File: src/rtl/lcd_nibble_reader.sv
// lcd_nibble_reader: HD44780 4-bit read engine (BF/AC or data), with
// optional busy-poll. Two EN strobes per byte, high nibble first.
// Ports: clk/rst (async high); req/rs_sel/poll start a read when ready;
// rd_valid pulses with rd_data/busy_flag/timeout; lcd_rd_active tells the
// write path to release the bus; LCD_RW/LCD_EN/LCD_RS drive the panel and
// LCD_DATA_IN is sampled at the end of each EN-high window.
module lcd_nibble_reader #(
  parameter int T_AS      = 1,
  parameter int T_EN      = 2,
  parameter int T_EL      = 2,
  parameter int MAX_POLLS = 16
) (
  input  logic       clk,
  input  logic       rst,
  input  logic       req,
  input  logic       rs_sel,
  input  logic       poll,
  output logic       ready,
  output logic       rd_valid,
  output logic [7:0] rd_data,
  output logic       busy_flag,
  output logic       timeout,
  output logic       lcd_rd_active,
  output logic       LCD_RW,
  output logic       LCD_EN,
  output logic       LCD_RS,
  input  logic [3:0] LCD_DATA_IN
);

  localparam int TM0  = (T_AS > T_EN) ? T_AS : T_EN;
  localparam int TMAX = (TM0 > T_EL) ? TM0 : T_EL;
  localparam int CW   = (TMAX > 1) ? $clog2(TMAX) : 1;
  localparam int PW   = (MAX_POLLS > 1) ? $clog2(MAX_POLLS) : 1;

  localparam logic [CW-1:0] AS_L = CW'(T_AS - 1);
  localparam logic [CW-1:0] EN_L = CW'(T_EN - 1);
  localparam logic [CW-1:0] EL_L = CW'(T_EL - 1);

  typedef enum logic [2:0] {
    IDLE, SETUP, HI_EN, HI_LO, LO_EN, LO_LO, DONE
  } state_t;

  state_t        state, state_n;
  logic [CW-1:0] cnt, cnt_n;
  logic [PW-1:0] pcnt, pcnt_n;
  logic          rs_q, poll_q;
  logic          last, accept;
  logic          to_dec, active_n, rs_n;

  always_comb begin
    last = 1'b1;
    case (state)
      SETUP:        last = (cnt == AS_L);
      HI_EN, LO_EN: last = (cnt == EN_L);
      HI_LO, LO_LO: last = (cnt == EL_L);
      default:      last = 1'b1;
    endcase
  end

  assign accept = (state == IDLE) && req && ready;

  always_comb begin
    state_n = state;
    cnt_n   = cnt + CW'(1);
    pcnt_n  = pcnt;
    to_dec  = 1'b0;
    case (state)
      IDLE: begin
        cnt_n = '0;
        if (accept) begin
          state_n = SETUP;
          pcnt_n  = '0;
        end
      end
      SETUP: if (last) begin
        state_n = HI_EN;
        cnt_n   = '0;
      end
      HI_EN: if (last) begin
        state_n = HI_LO;
        cnt_n   = '0;
      end
      HI_LO: if (last) begin
        state_n = LO_EN;
        cnt_n   = '0;
      end
      LO_EN: if (last) begin
        state_n = LO_LO;
        cnt_n   = '0;
      end
      LO_LO: if (last) begin
        cnt_n   = '0;
        state_n = DONE;
        // Still busy: re-read BF/AC while the poll budget lasts.
        if (poll_q && !rs_q && rd_data[7]) begin
          if (int'(pcnt) + 1 < MAX_POLLS) begin
            pcnt_n  = pcnt + PW'(1);
            state_n = SETUP;
          end else begin
            to_dec = 1'b1;
          end
        end
      end
      DONE: begin
        state_n = IDLE;
        cnt_n   = '0;
      end
      default: begin
        state_n = IDLE;
        cnt_n   = '0;
      end
    endcase
  end

  assign active_n = (state_n != IDLE) && (state_n != DONE);
  assign rs_n     = accept ? rs_sel : rs_q;

  always_ff @(posedge clk or posedge rst) begin
    if (rst) begin
      state         <= IDLE;
      cnt           <= '0;
      pcnt          <= '0;
      rs_q          <= 1'b0;
      poll_q        <= 1'b0;
      ready         <= 1'b1;
      rd_valid      <= 1'b0;
      rd_data       <= 8'h00;
      busy_flag     <= 1'b0;
      timeout       <= 1'b0;
      lcd_rd_active <= 1'b0;
      LCD_RW        <= 1'b0;
      LCD_EN        <= 1'b0;
      LCD_RS        <= 1'b0;
    end else begin
      state <= state_n;
      cnt   <= cnt_n;
      pcnt  <= pcnt_n;
      if (accept) begin
        rs_q   <= rs_sel;
        poll_q <= poll & ~rs_sel;
      end
      if (state == HI_EN && last) rd_data[7:4] <= LCD_DATA_IN;
      if (state == LO_EN && last) rd_data[3:0] <= LCD_DATA_IN;
      if (state_n == DONE && state != DONE) begin
        timeout   <= to_dec;
        busy_flag <= ~rs_q & rd_data[7];
      end
      // Outputs registered from next state so they align with state.
      ready         <= (state_n == IDLE);
      rd_valid      <= (state_n == DONE);
      lcd_rd_active <= active_n;
      LCD_RW        <= active_n;
      LCD_RS        <= active_n & rs_n;
      LCD_EN        <= (state_n == HI_EN) || (state_n == LO_EN);
    end
  end

endmodule

File: config.mk
export PLATFORM = sky130hd
export DESIGN_NAME = lcd_nibble_reader
export DESIGN_NICKNAME = d
export VERILOG_FILES = /design/src/rtl/lcd_nibble_reader.sv
export SDC_FILE = /design/constraint.sdc
export NUM_CORES = 1
export LEC_CHECK = 0
export ABC_AREA = 1
export CORE_UTILIZATION = 51
export CTS_BUF_LIST = sky130_fd_sc_hd__clkbuf_4
export DETAILED_ROUTE_END_ITERATION = 8
export PLACE_DENSITY = 0.8
export SYNTH_ARGS = -nofsm -noshare
export SYNTH_HDL_FRONTEND = slang
export SYNTH_SLANG_ARGS = --single-unit
export TNS_END_PERCENT = 20
File: constraint.sdc
create_clock -name clk -period 2 [get_ports clk]
set_clock_uncertainty 0.2 [all_clocks]
set_input_delay 0.2 -clock clk [delete_from_list [all_inputs] [get_ports clk]]
set_output_delay 0.2 -clock clk [all_outputs]
set_load 0.02 [all_outputs]
Yosys cells after proc, flatten, opt, wreduce, memory -nomap -nowiden
Cells that the tools add are included.
W data, S select, Z words.
{"block": "totals", "ff_bits": 25, "in_bits": 9, "out_inout_bits": 16, "word_cells": 77}
{"block": "classes", "add_sub_neg": 3, "n_lt_le_gt_ge": 1, "eq_ne": 14, "n_mux": 22, "n_bitwise": 6, "n_reduce_logical": 17}
{"cell": "$mux W3", "n": 8}
{"cell": "$pmux W3 S6", "n": 1}
{"cell": "$mux W4", "n": 4}
{"cell": "$eq A3 B3 Y1 const B", "n": 4}
{"cell": "$eq A3 B2 Y1 const B", "n": 3}
{"cell": "$logic_and A1 B1 Y1", "n": 8}
{"cell": "$ne A2 B2 Y1 const B", "n": 4}
{"cell": "$pmux W4 S2", "n": 1}
{"cell": "$mux W1", "n": 7}
{"cell": "$logic_not A3 Y1", "n": 2}
{"cell": "$ne A3 B3 Y1 const B", "n": 2}
{"cell": "$add A4 B1 Y5 const B", "n": 1}
{"cell": "$lt A5 B5 Y1 const B", "n": 1}
{"cell": "$reduce_and A5 Y1", "n": 1}
{"cell": "$reduce_or A5 Y1", "n": 1}
{"cell": "$add A4 B1 Y4 const B", "n": 1}
{"cell": "$reduce_or A4 Y1", "n": 1}
{"cell": "$and A1 B1 Y1", "n": 3}
{"cell": "$eq A3 B1 Y1 const B", "n": 1}
{"cell": "$not A1 Y1", "n": 3}
{"cell": "$reduce_bool A3 Y1", "n": 1}
{"cell": "$pmux W1 S2", "n": 1}
{"cell": "$reduce_bool A2 Y1", "n": 1}
{"cell": "$add A1 B1 Y1 const B", "n": 1}
{"cell": "other kinds (2)", "n": 2}

Depth between registers and ports, before layout
Gate-level depths: netlist of the first run.
{"block": "depth", "word_depth": 9, "ltp_mapped": 11, "depth_no_buf": 11}

Least setup slack after synthesis of the first run
Ideal clock, no wire load.
{"block": "synth_path", "path_kind": "reg2reg", "from": "register state[1]", "to": "register LCD_RS", "setup_ns": 0.115, "arrival_ns": 1.367, "required_time_ns": 1.685, "slack_ns": 0.319, "stages_incl_launch_ff": 11, "n_path_buf": 0, "period_less_slack_ns": 1.681, "cell_sequence": "dfrtp_1 -> inv_1 -> nand2_1 -> nor2_1 -> nand2_1 -> nand3_2 -> nand2_2 -> a21oi_2 -> nand4_2 -> nand2_1 -> nor2_1"}
{"block": "synth_between", "elab_chain_cells": 8, "elab_cells_between_ends": 22, "classes_between": "eq/ne: 6; mux: 9; bitwise: 1; reduce/logical: 6"}
{"element": "from (decl)", "line_no": "43", "text": "state_t state, state_n;"}
{"element": "from (signal assigned)", "line_no": "135", "text": "state <= state_n;"}
{"element": "$eq A3 B2 Y1 (tied with other cells)", "line_no": "52, 67"}
{"element": "$reduce_or A4 Y1 (no line) or $logic_and A1 B1 Y1 (tied branches)"}
{"element": "$pmux W1 S2 or $logic_and A1 B1 Y1 (tied branches)", "line_no": "52, 60"}
{"element": "$mux W3 (tied with other cells)", "line_no": "91", "text": "LO_LO: if (last) begin"}
{"element": "$pmux W3 S6", "line_no": "67", "text": "case (state)"}
{"element": "$ne A3 B3 Y1 or $reduce_bool A3 Y1 (tied branches)", "line_no": "115", "text": "assign active_n = (state_n != IDLE) && (state_n != DONE);"}
{"element": "$logic_and A1 B1 Y1", "line_no": "115"}
{"element": "$and A1 B1 Y1 (*)", "line_no": "153", "text": "LCD_RS <= active_n & rs_n;"}
{"element": "to (signal assigned)", "line_no": "153"}
{"element": "to (decl)", "line_no": "26", "text": "output logic LCD_RS,"}
Mark *: on every way between the ends. The rest lies on a longest branch, timed or not.
A chain may end at the register's enable or synchronous reset.

Worst setup path in the final report of the first run
{"block": "layout_path", "from": "register ready", "to": "output ready"}
{"element": "from (decl)", "line_no": "18", "text": "output logic ready,"}
{"element": "from (signal assigned)", "line_no": "149", "text": "ready <= (state_n == IDLE);"}
No word-level cell between the ends.

==> impl_metrics.ini, run 1 <==
[logic_synthesis]
syn_nets = 142
synth.cell_area_mm2 = 0.00114
ys_ff_latch = 25
synth_cell_types = 22
yosysSeqAreaShare = 0.548
yosysWarnings = 0
syn_area_per_cell_um2 = 8.66
syn_inst = 132

[final_layout]
antenna_cells = 0
multiInputGateArea_um2 = 448
drive_above_1_share = 0.145
num-nets-final = 176
regArea_um2 = 628
finalInstanceArea_mm2 = 0.00150
fillers = 167
syn2layout_area_growth_pct = 31.5

[global_route]
grt_remaining_overflow = 0
track_usage = 0.222
antenna_found_initial = 0
grt_pass1_vias = 967
grt_pass1_wl_um = 4110
grt_max_degree = 26

[timing]
max_freq_ghz = 0.532
setup_violations = 0
hold_violations = 0
tightest_slew_ns = 0.332
drv_slew = 0
final.min_clock_period_ns = 1.88
fin_crit_sh = 0.940
setup_ws_ns = 0.121
maxSlewHeadroom = 0.779

[clock_tree]
root_buffer = clkbuf_4
clock_sinks = 25
clk_path_buf_depth = 2
htreeDepth = 1
clk_latency_ns = 0.32
numCtsBuffers = 3
tritoncts = built
clkTransAtPathRegs_ns = 0.14

[critical_path]
path_cells = clkdlybuf4s50_1
worst-setup-path-type = reg2out
reg2regPathDepth = 9
cpPeakStageDelay_ns = 0.60
timing.rr.end = LCD_RS
cp-end-kind = primary output
cpMaxStageDelayCell = clkdlybuf4s50_1
r2r_setup_slack_ns = 0.13
arrival_ns = 1.48
path_buf_inv = 1
cp.required_ns = 1.60
crit_family = buffers and inverters
critPathMaxFanout = 2
crit_path_start_kind = flop
rr_startpoint = state[1]

[power]
power.net_switching_mw = 0.989
pwr-share-comb = 0.518
vdd_drop_max_mv = 0.985
clkPwrFrac = 0.106
switching_share = 0.431
seqPwrFrac = 0.377
p_per_area_mw_per_mm2 = 1530
p_leak_nw = 0.756
p_int_mw = 1.31

[job]
maxCapViolations = 0

[floorplan]
dieWidth_um = 49.4
core_area_mm2 = 0.00204
dieArea_mm2 = 0.00244
rows = 16
io_pins = 25
start_util = 0.560
die_y_um = 49.4

[place]
place_congestion = 0.905
placed_area_mm2 = 0.00144
pre_cts_ws_ns = 0.109
port_buffers = 24
hpwl_um = 1840

[route]
drc = 0
vias = 1011
drt_pass1_iterations = 4
routed_via_density = 5.27
drt_iter0_drc = 35
drt-total-wl_um = 2500
ant_nets = 0
wl_per_cell_um = 13.0

[min_path]
hold_class = in2async

[outcome]
status = complete, no violations
-- sequential cells by signal, summed over array words and instances (netlist names) --
| signal | flops |
|---|---|
| poll_q | 1 |
| ready | 1 |
| rd_data | 8 |
| LCD_RW | 1 |
| state | 3 |
| pcnt | 4 |
| timeout | 1 |
| busy_flag | 1 |
| rs_q | 1 |
| rd_valid | 1 |
| LCD_EN | 1 |
| LCD_RS | 1 |
| cnt | 1 |
-- synth_stat cells, drive strengths merged --
library cell	n	share of area
a21oi	6	0.030
nand4	5	0.033
o31ai	1	0.0066
nor2	9	0.032
nand2	34	0.11
o21ai	14	0.061
o211ai	1	0.0066
a22o	2	0.015
ha	1	0.011
nand3	12	0.068
dfrtp	24	0.53
buf	1	0.0066
dfstp	1	0.023
inv	21	0.069
-- worst max-delay path by stage --
stage,slack (ns),end,cells past startpoint,from
floorplan,0.32,LCD_RS,10,state[1]
global placement,0.11,LCD_RW,10,state[1]
detailed placement,0.11,LCD_RS,10,state[1]
CTS,0.08,pcnt[2],10,state[1]
global route,-0.01,LCD_RS,10,state[2]
finish,0.12,ready,1,ready
-- power by group through the flow --
stage	combinational, mW	clock (mW)	sequential (mW)
4_1_cts	1.17	0.244	0.856
6_report	1.19	0.242	0.864
5_1_grt	1.31	0.256	0.890
3_3_place_gp	1.14	0	0.860
2_1_floorplan	0.571	0	1.01
3_5_place_dp	1.16	0	0.866
-- layout make-up --
cell class | instances | area share
Timing Repair Buffer | 30 | 0.190
Clock buffer | 4 | 0.0200
Sequential cell | 25 | 0.418
Inverter | 21 | 0.0524
Multi-Input combinational cell | 85 | 0.298
Tap cell | 27 | 0.0225
-- cells in the final DEF (no fill, tap or decap), drive strengths merged --
cell	Yosys	layout
a22o	2	2
o21ai	14	14
o31ai	1	1
nor2	9	9
nand4	5	5
buf	1	6
inv	21	21
ha	1	1
o211ai	1	1
dfrtp	24	24
a21oi	6	6
clkdlybuf4s50	0	24
dfstp	1	1
clkbuf	0	4
nand3	12	12
nand2	34	34
-- per-layer routing --
metal  track usage  routed length (um)
met1         0.300                1110
met2         0.365                1250
met3        0.0374                 120
met4        0.0637                  25
met5             0                   0
-- kinds of logic (layout without fill, tap and decap cells) --
| group | count (synthesis) | in the layout | synth area share |
|---|---|---|---|
| flip-flops | 25 | 25 | 0.548 |
| adder cells (fa/ha/maj) | 1 | 1 | 0.0109 |
| AO/OA/AOI/OAI | 24 | 24 | 0.119 |
| buffers and inverters | 22 | 55 | 0.0755 |
| AND/OR/NAND/NOR | 60 | 60 | 0.246 |
-- metrics by stage --
step           utilization  cells  hold WS (ns)  power [mW]  setup TNS (ns)
2_1_floorplan            -    132        0.0266        1.58               0
3_3_place_gp         0.705    186         0.246        2.00               0
3_5_place_dp         0.705    186         0.268        2.03               0
4_1_cts              0.720    190        0.0664        2.27               0
5_1_grt              0.737    192        0.0925        2.45         -0.0117
6_report             0.737    192        0.0619        2.30               0
-- timing repair --
item | 4_1_cts | 5_1_grt
hold buffers | 0 | 0
endpoints found under the setup margin | 0 | 5
buffers inserted | 0 | 2
resized for setup | 0 | 6
(Power assumes the default switching activity.)
==> inputs of run 2 (changes only) <==
TNS_END_PERCENT = 5   (was 20)
==> results of run 2 <==
Final layout, timing and power as in run 1 (identical DEF).
==> inputs of run 3 (changes only) <==
--- a/config.mk
+++ b/config.mk
@@ -7,7 +7,6 @@
 export LEC_CHECK = 0
-export ABC_AREA = 1
-export CORE_UTILIZATION = 51
+export CORE_UTILIZATION = 52
 export CTS_BUF_LIST = sky130_fd_sc_hd__clkbuf_4
 export DETAILED_ROUTE_END_ITERATION = 8
-export PLACE_DENSITY = 0.8
+export PLACE_DENSITY = 0.81
 export SYNTH_ARGS = -nofsm -noshare
@@ -15,2 +14,2 @@
 export SYNTH_SLANG_ARGS = --single-unit
-export TNS_END_PERCENT = 5
+export TNS_END_PERCENT = 50
--- a/constraint.sdc
+++ b/constraint.sdc
@@ -4,2 +4,2 @@
 set_output_delay 0.2 -clock clk [all_outputs]
-set_load 0.02 [all_outputs]
+set_load 0.005 [all_outputs]
==> impl_metrics.ini, run 3 <==
[outcome]
status = finished with violations
violations = hold timing

[clock_tree]
clk_latency_ns = 0.33
postCtsSetupBuffers = 0
root_buffer = clkbuf_4
tritoncts = built
hold_buffers = 0
numCtsBuffers = 3
cts_resized = 0
clk_path_buf_depth = 2
clock_sinks = 25
clkTransAtPathRegs_ns = 0.13
htreeDepth = 1

[timing]
tightest_slew_ns = 0.488
max_freq_ghz = 0.551
drv_slew = 0
setup_violations = 0
setup_ws_ns = 0.186
maxSlewHeadroom = 0.674
setup_tns_ns = 0
whs_ns = -0.00584
final.min_clock_period_ns = 1.81
fin_crit_sh = 0.907
grt_setup_unrepaired = false
hold_violations = 12

[place]
place_congestion = 0.812
hpwl_um = 1800
pre_cts_ws_ns = 0.229
placed_area_mm2 = 0.00147
port_buffers = 24

[floorplan]
io_pins = 25
die_y_um = 50.3
rows = 17
core_area_mm2 = 0.00221
start_util = 0.549
dieArea_mm2 = 0.00253
dieWidth_um = 50.3

[logic_synthesis]
synth_area_leaders = dfrtp_1, mux2_2, o21ai_0
synth_edf_count = 0
synth.cell_area_mm2 = 0.00121
synth_commonest_cells = dfrtp_1, mux2_2, o21ai_0
yosysSeqAreaShare = 0.516
synth_most_common_cell = dfrtp_1
ys_ff_latch = 25
async_flop_share = 1.00
yosysWarnings = 0
syn_nets = 115
synth_top_area_share = 0.495
synth_top_area_cell = dfrtp_1
synth_cell_types = 39
syn_area_per_cell_um2 = 11.6
synthFlopType = dfrtp_1
syn_inst = 105

[global_route]
grt_pass1_vias = 906
grt_pass1_wl_um = 4130
antenna_found_initial = 0
track_usage = 0.226
grt_remaining_overflow = 0
grt_max_degree = 26

[final_layout]
final_util = 0.678
drive_above_1_share = 0.171
multiInputGateArea_um2 = 523
layout_common_cells = dfrtp_1, clkdlybuf4s50_1, mux2_2, o21ai_0, a21oi_1
num-nets-final = 140
antenna_cells = 0
finalInstanceArea_mm2 = 0.00150
regMostFlops = rd_data
syn2layout_area_growth_pct = 23.6
fillers = 169
largest_reg_flops = 8
reg_top3 = rd_data: 8 flops, pcnt: 4 flops, state: 3 flops
regArea_um2 = 627

[critical_path]
crit_path_start_kind = flop
cpMaxStageDelayCell = dfstp_2
cp-end-kind = primary output
crit_family = flip-flops
critPathMaxFanout = 3
worst-setup-path-type = reg2out
cpPeakStageDelay_ns = 0.58
cp.required_ns = 1.60
path_buf_inv = 1
arrival_ns = 1.41
path_cells = clkdlybuf4s50_1

[route]
drt-total-wl_um = 2420
routed_via_density = 5.83
route.met2.wl_um = 1260
wl_per_cell_um = 15.4
vias = 916
drt_pass1_iterations = 4
wl_met1_um = 949
ant_nets = 0
top_layer_used = met4
drc = 0
drt_iter0_drc = 21
met3_length_um = 135

[power]
seqPwrFrac = 0.461
p_per_area_mw_per_mm2 = 1320
pwr-share-comb = 0.418
vdd_drop_max_mv = 0.987
p_leak_nw = 0.682
power.net_switching_mw = 0.686
total_power_mw = 1.98
p_int_mw = 1.30
switching_share = 0.345
clkPwrFrac = 0.121

[job]
maxCapViolations = 0

[min_path]
hold_class = in2async
==> run 3: power by group through the flow <==
stage               clock network (mW)  logic (mW)  registers, mW
global placement                     0       0.802          0.911
global route                     0.261       0.900          0.945
detailed placement                   0       0.833          0.926
floorplan                            0       0.534          0.850
CTS                              0.248       0.836          0.917
finish                           0.241       0.829          0.915
==> run 3: path summary, 6_finish.rpt <==
kind                            start          to  slack [ns]  cells past startpoint
max                             ready       ready        0.19                      1
min in group clk                 poll      poll_q        0.25                      3
min reg2reg                rd_data[3]  rd_data[3]        0.32                      1
max reg2reg                  state[0]   busy_flag        0.19                      3
min                               rst  rd_data[0]      -0.006                      3
max in group asynchronous         rst       ready        1.32                      3
==> run 3: final cells by class <==
type                    count  area share
inverters                   4      0.0100
flip-flops and latches     25       0.418
repair buffers             28       0.180
well taps                  28      0.0234
multi-input cells          68       0.349
clock buffers               4      0.0200
==> run 3: metrics by stage <==
stage               std cells  hold slack [ns]
floorplan                 105           0.0266
global placement          153            0.290
detailed placement        153            0.296
CTS                       157          0.00176
global route              157           0.0611
finish                    157         -0.00584
==> run 3: layer usage <==
metal	up-vias	track usage
li1	431	-
met1	445	0.261
met2	31	0.378
met3	9	0.0545
met4	0	0.134
met5	-	0
==> run 3: kinds of logic after synthesis <==
group                      after synthesis  synth area share
adders and majority gates                1            0.0103
xor gates and xnor gates                 1           0.00722
AOI/OAI and AO/OA                       23             0.122
muxes                                   11             0.100
and+or+nand+nor                         32             0.192
buffers and inverters                   12            0.0526
DFF                                     25             0.517
